## config.mk

```make
export PLATFORM = sky130hd
export DESIGN_NAME = traffic_conflict_monitor
export DESIGN_NICKNAME = d
export VERILOG_FILES = /design/src/rtl/traffic_conflict_monitor.sv
export SDC_FILE = /design/constraint.sdc
export NUM_CORES = 1
export LEC_CHECK = 0
export CAP_MARGIN = 20
export CORE_MARGIN = 1
export CORE_UTILIZATION = 60
export DETAILED_ROUTE_END_ITERATION = 8
export PLACE_DENSITY = 0.92
export SYNTH_ARGS = -nofsm -noshare
export SYNTH_HDL_FRONTEND = slang
export SYNTH_SLANG_ARGS = --single-unit
```

## constraint.sdc

```tcl
create_clock -name clk -period 3 [get_ports clk]
set_input_delay 0.45 -clock clk [delete_from_list [all_inputs] [get_ports clk]]
set_output_delay 0.45 -clock clk [all_outputs]
set_load 0.005 [all_outputs]
```

## src/rtl/traffic_conflict_monitor.sv

```systemverilog
// -----------------------------------------------------------------------------
// traffic_conflict_monitor
//
// Safety stage placed directly after the traffic light controller. Each clock
// it samples the four {red,yellow,green} light vectors and checks them for:
// valid one-hot encoding, mutual exclusion of non-red approaches, legal
// per-approach sequencing, minimum yellow length and all-red stalls. Clean
// samples are forwarded to the lamp drivers one cycle later. The first
// violation latches a fault code and the lamps flash all-red until the fault
// is acknowledged with fault_clr. An offending sample is never forwarded.
//
// Ports
//   clk                       system clock, rising edge
//   rst                       asynchronous, active-high reset
//   north/west/south/east_light  controller outputs {red,yellow,green}
//   fault_clr                 one-cycle fault acknowledge (used only in fault)
//   north/west/south/east_lamp   registered lamp drives {red,yellow,green}
//   fault                     high while the monitor holds a fault
//   fault_code                first fault cause (1..5), 0 when no fault
// -----------------------------------------------------------------------------
module traffic_conflict_monitor #(
  parameter int MIN_YELLOW = 3,
  parameter int MAX_ALLRED = 16,
  parameter int FLASH_HALF = 8
) (
  input  logic       clk,
  input  logic       rst,
  input  logic [2:0] north_light,
  input  logic [2:0] west_light,
  input  logic [2:0] south_light,
  input  logic [2:0] east_light,
  input  logic       fault_clr,
  output logic [2:0] north_lamp,
  output logic [2:0] west_lamp,
  output logic [2:0] south_lamp,
  output logic [2:0] east_lamp,
  output logic       fault,
  output logic [2:0] fault_code
);

  typedef enum logic [1:0] {
    MON_INIT  = 2'd0,
    MON_RUN   = 2'd1,
    MON_FAULT = 2'd2
  } mon_state_t;

  localparam logic [2:0] RED  = 3'b100;
  localparam logic [2:0] YEL  = 3'b010;
  localparam logic [2:0] GRN  = 3'b001;
  localparam logic [2:0] DARK = 3'b000;

  mon_state_t state;

  logic [2:0] light      [4];
  logic [2:0] lamp       [4];
  logic [2:0] prev_light [4];
  logic [7:0] yel_cnt    [4];
  logic [7:0] allred_cnt;
  logic [7:0] flash_cnt;
  logic       flash_on;   // 1: flash phase currently showing red

  logic       any_invalid;
  logic [2:0] nonred_cnt;
  logic       any_illegal;
  logic       any_short;
  logic       all_red;
  logic       allred_over;
  logic [2:0] viol_code;

  // Index order 0..3 = north, west, south, east.
  assign light[0] = north_light;
  assign light[1] = west_light;
  assign light[2] = south_light;
  assign light[3] = east_light;

  assign north_lamp = lamp[0];
  assign west_lamp  = lamp[1];
  assign south_lamp = lamp[2];
  assign east_lamp  = lamp[3];

  function automatic logic is_valid(input logic [2:0] code);
    return (code == RED) || (code == YEL) || (code == GRN);
  endfunction

  // Hold, red->green, green->yellow and yellow->red are the only legal moves.
  function automatic logic legal_step(input logic [2:0] prev, input logic [2:0] cur);
    return (cur == prev) ||
           ((prev == RED) && (cur == GRN)) ||
           ((prev == GRN) && (cur == YEL)) ||
           ((prev == YEL) && (cur == RED));
  endfunction

  function automatic logic [7:0] sat_inc(input logic [7:0] v);
    return (v == 8'hFF) ? v : v + 8'd1;
  endfunction

  // Violation detection on the current sample; lowest code wins.
  always_comb begin
    any_invalid = 1'b0;
    nonred_cnt  = 3'd0;
    any_illegal = 1'b0;
    any_short   = 1'b0;
    all_red     = 1'b1;
    for (int i = 0; i < 4; i++) begin
      any_invalid = any_invalid | ~is_valid(light[i]);
      nonred_cnt  = nonred_cnt + {2'b00, (light[i] != RED)};
      any_illegal = any_illegal | ~legal_step(prev_light[i], light[i]);
      // Yellow length uses the count accumulated before this red sample.
      any_short   = any_short | ((prev_light[i] == YEL) && (light[i] == RED) &&
                                 (yel_cnt[i] < 8'(MIN_YELLOW)));
      all_red     = all_red & (light[i] == RED);
    end
    // This all-red cycle would be number allred_cnt+1.
    allred_over = all_red && (allred_cnt >= 8'(MAX_ALLRED));

    if (any_invalid) begin
      viol_code = 3'd1;
    end else if (nonred_cnt > 3'd1) begin
      viol_code = 3'd2;
    end else if (any_illegal) begin
      viol_code = 3'd3;
    end else if (any_short) begin
      viol_code = 3'd4;
    end else if (allred_over) begin
      viol_code = 3'd5;
    end else begin
      viol_code = 3'd0;
    end
  end

  // Monitor FSM, history, counters and registered lamp/fault outputs.
  always_ff @(posedge clk or posedge rst) begin
    if (rst) begin
      state      <= MON_INIT;
      fault      <= 1'b0;
      fault_code <= 3'd0;
      allred_cnt <= 8'd0;
      flash_cnt  <= 8'd0;
      flash_on   <= 1'b1;
      for (int i = 0; i < 4; i++) begin
        lamp[i]       <= RED;
        prev_light[i] <= RED;
        yel_cnt[i]    <= 8'd0;
      end
    end else begin
      case (state)
        MON_INIT: begin
          state      <= MON_RUN;
          fault      <= 1'b0;
          fault_code <= 3'd0;
          allred_cnt <= 8'd0;
          flash_cnt  <= 8'd0;
          flash_on   <= 1'b1;
          for (int i = 0; i < 4; i++) begin
            lamp[i]       <= RED;
            prev_light[i] <= light[i];
            yel_cnt[i]    <= 8'd0;
          end
        end

        MON_RUN: begin
          if (viol_code != 3'd0) begin
            state      <= MON_FAULT;
            fault      <= 1'b1;
            fault_code <= viol_code;
            flash_cnt  <= 8'd0;
            flash_on   <= 1'b1;
            for (int i = 0; i < 4; i++) begin
              lamp[i] <= RED;
            end
          end else begin
            allred_cnt <= all_red ? sat_inc(allred_cnt) : 8'd0;
            for (int i = 0; i < 4; i++) begin
              lamp[i]       <= light[i];
              prev_light[i] <= light[i];
              yel_cnt[i]    <= (light[i] == YEL) ? sat_inc(yel_cnt[i]) : 8'd0;
            end
          end
        end

        MON_FAULT: begin
          if (fault_clr) begin
            state      <= MON_INIT;
            fault      <= 1'b0;
            fault_code <= 3'd0;
            flash_cnt  <= 8'd0;
            flash_on   <= 1'b1;
            for (int i = 0; i < 4; i++) begin
              lamp[i] <= RED;
            end
          end else if (flash_cnt == 8'(FLASH_HALF - 1)) begin
            flash_cnt <= 8'd0;
            flash_on  <= ~flash_on;
            for (int i = 0; i < 4; i++) begin
              lamp[i] <= flash_on ? DARK : RED;
            end
          end else begin
            flash_cnt <= flash_cnt + 8'd1;
          end
        end

        default: begin
          // Unreachable encoding: fall back to the safe restart path.
          state      <= MON_INIT;
          fault      <= 1'b0;
          fault_code <= 3'd0;
          flash_cnt  <= 8'd0;
          flash_on   <= 1'b1;
          for (int i = 0; i < 4; i++) begin
            lamp[i] <= RED;
          end
        end
      endcase
    end
  end

endmodule

```

==> impl_metrics.json <==
{
  "run_status": "finished, final reports clean",
  "synth_edf_count": 0,
  "drv_slew": 0,
  "antenna_cells_inserted": 0,
  "core_region_area_mm2": 0.00737,
  "ctsHoldBuffers": 0,
  "netlist.top_cell.by_area": "dfrtp_1",
  "tightest_slew_ps": 592,
  "gp_congestion": 0.864,
  "netlist_top_cells_area": "dfrtp_1 (37%), nand2_1 (6.5%), o21ai_0 (5.7%)",
  "postSynth.asyncResetShare_pct": 100,
  "power.density_cell_area_mw_per_mm2": 650,
  "boundaryPins": 31,
  "worst_r2r_path_depth": 7,
  "p_leak_nw": 2.45,
  "final_cell_count_no_fill": 687,
  "path_cells": "clkdlybuf4s50_1 -> nor3b_4 -> inv_1 -> fa_1 -> a21oi_2 -> nand3_2 -> o31a_1 -> buf_4 -> o21ai_0 -> o31ai_2",
  "timing.final.hold_violations": 0,
  "fp.dieH_um": 89.8,
  "slew-limit-headroom_pct": 60.0,
  "cts.root.buffer_cell": "clkbuf_8",
  "clock_sinks": 78,
  "number_of_buffers_created_by_cts": 9,
  "synth_commonest_cells": "nand2_1 (80), dfrtp_1 (69), o21ai_0 (53)",
  "critical_path_required_ps": 3240,
  "finish.utilization_pct": 75.3,
  "report.final.setup_viol": 0,
  "layout.area.seq_mm2": 0.00196,
  "post-dp-hpwl_um": 8560,
  "final_antenna_net_count": 0,
  "average_detailed_routed_wire_length_per_instance_um": 18.0,
  "grt_use_met3_pct": 7.11,
  "synth.cell_area_mm2": 0.00463,
  "clock_latency_ps": 370,
  "gate_count_of_the_mapped_netlist": 523,
  "fillers": 506,
  "grt_pass1_vias": 4239,
  "setup.worst_path.start_class": "input pin",
  "worstReg2RegStart": "flash_cnt[3]$_DFFE_PP0P_",
  "postSynthNetCount": 550,
  "r2r_end": "north_lamp[2]$_DFFE_PP1P_",
  "grt_pass1_wl_um": 20000,
  "dominantRegCellSynth": "dfrtp_1",
  "cts.clk_slew.worst_paths_ps": 90,
  "mean_cell_area_of_the_mapped_netlist_um2": 8.85,
  "yosysSeqAreaShare_pct": 42.4,
  "grt_max_degree": 55,
  "global_route.peak_usage_layer": "met2",
  "synth.distinct_cells": 61,
  "synth.yosys.warnings": 0,
  "synth.top_cell.area_share_pct": 37.3,
  "critical_path.slowest_cell": "fa_1",
  "die-area_mm2": 0.00807,
  "detail_route.wirelength_um": 12400,
  "area_delta_synth_final_pct": 19.9,
  "grtUsageMet1_pct": 37.7,
  "timing.final.crit_share_pct": 98.5,
  "initial_utilization_pct": 62.8,
  "chipWidth_um": 89.8,
  "port-buffer-count": 30,
  "grt_overflow_total": 0,
  "placed_cells": 670,
  "cts_tree": "yes",
  "post_route_clock_skew_ps": 14.6,
  "antenna_found_initial": 0,
  "cap_viol_max_count": 0,
  "buffer_levels_on_the_longest_clock_path": 2,
  "use_met2_pct": 54.0,
  "placement.cell_area_mm2": 0.00528,
  "first_pass_iters": 6,
  "postLayoutCellArea_mm2": 0.00555,
  "post-route-min-period_ps": 2960,
  "route.detailed.vias_per_inst": 6.47,
  "post-place-ws_ps": -250,
  "drive_gt1_share_pct": 16.8,
  "synth_seq_cells": 78,
  "hold_slack_ps": 435,
  "floorplan_row_count": 31,
  "grt_util_all_layers_pct": 30.9,
  "worst_ep_arrival_time_ps": 3190,
  "crit_path_max_incr_delay_ps": 530,
  "criticalPathCategory": "in2reg",
  "reg2reg_slack_ps": 430,
  "multi_input_area_mm2": 0.00248,
  "synth.most_common_cell": "nand2_1",
  "end_kind": "flop",
  "achievable-frequency_mhz": 338,
  "vias": 4446,
  "h_tree_lvl_count": 3,
  "drc_violations_left": 0,
  "drt_first_iter_violations": 438,
  "worst_slack_ps": 44.6,
  "min_path_type": "in2async",
  "ir_worst_vdd_v": 0.000402,
  "layout.nets": 610,
  "critical_path_peak_fanout": 12
}
[final cells by class]
class | instances | area share (%)
multi-input combinational | 403 | 44.8
sequential | 78 | 35.4
tap | 99 | 2.23
clock buffer | 10 | 2.48
timing repair buffer | 74 | 12.0
clock inverter | 6 | 1.96
inverter | 17 | 1.17
[routing by layer]
layer | wire [um] | up-vias | part of all wire (%)
met1 | 4880 | 2170 | 39
li1 | - | 2010 | -
met2 | 6420 | 235 | 52
met5 | 0 | - | 0
met4 | 242 | 0 | 2.0
met3 | 848 | 31 | 6.8
[worst max path at each step]
stage	from	end	slack (ps)	cells after the start
4_1_cts	north_light[2]	allred_cnt[2]$_DFFE_PP0P_	130	9
3_5_place_dp	north_light[2]	yel_cnt[0]$_DFFE_PP0P_	-250	10
2_1_floorplan	north_light[0]	state[0]$_DFFE_PP0P_	100	9
3_3_place_gp	north_light[2]	yel_cnt[28]$_DFFE_PP0P_	-110	10
6_report	north_light[2]	yel_cnt[28]$_DFFE_PP0P_	40	10
5_1_grt	north_light[2]	yel_cnt[28]$_DFFE_PP0P_	-50	10
[where the power goes]
part | internal, mW | switching (mW)
Combinational | 0.578 | 0.672
Clock | 0.574 | 0.397
Sequential | 1.22 | 0.168
[critical path, delay by kind of cell]
family / cells / cell delay (ps)
AO/OA/AOI/OAI: 4 / 960
buffers and inverters: 3 / 800
adder cells (fa/ha/maj): 1 / 530
AND/OR/NAND/NOR: 2 / 460
[kinds of logic after synthesis]
| logic type | share of synthesized area (%) |
|---|---|
| mux | 0.703 |
| xor+xnor | 2.27 |
| flops | 42.4 |
| compound gates | 18.5 |
| simple gates | 28.4 |
| fa+ha+maj | 3.41 |
| buf+inv | 4.35 |
[layout by cell type, fill, tap and decap left out, types with 11 or more instances in the layout]
master            n
nand2_1          80
dfrtp_1          69
o21ai_0          53
buf_4            41
nor2_1           36
nand3_1          33
clkdlybuf4s50_1  30
a21oi_1          26
and3_1           19
inv_1            14
o21ai_1          13
ha_1             11
[registers in the layout, summed over array words and instances (netlist names)]
register,count
south_lamp,3
allred_cnt,8
fault_code,3
fault,1
state,1
flash_on,1
north_lamp,3
east_lamp,3
west_lamp,3
yel_cnt,32
flash_cnt,8
prev_light,12
[stage by stage]
step	total power, mW	setup TNS [ps]
after floorplan	2.14	0
after global placement	2.53	-3140
after detailed placement	2.60	-11530
after CTS	3.57	0
after global routing	3.79	-79.7
final	3.61	0
[repair_timing]
| item | in CTS | in global routing |
|---|---|---|
| setup endpoints to repair | 0 | 8 |
| gates resized for setup | 0 | 4 |
| setup buffers | 0 | 1 |
No activity file was read; power rests on OpenSTA's default activity.
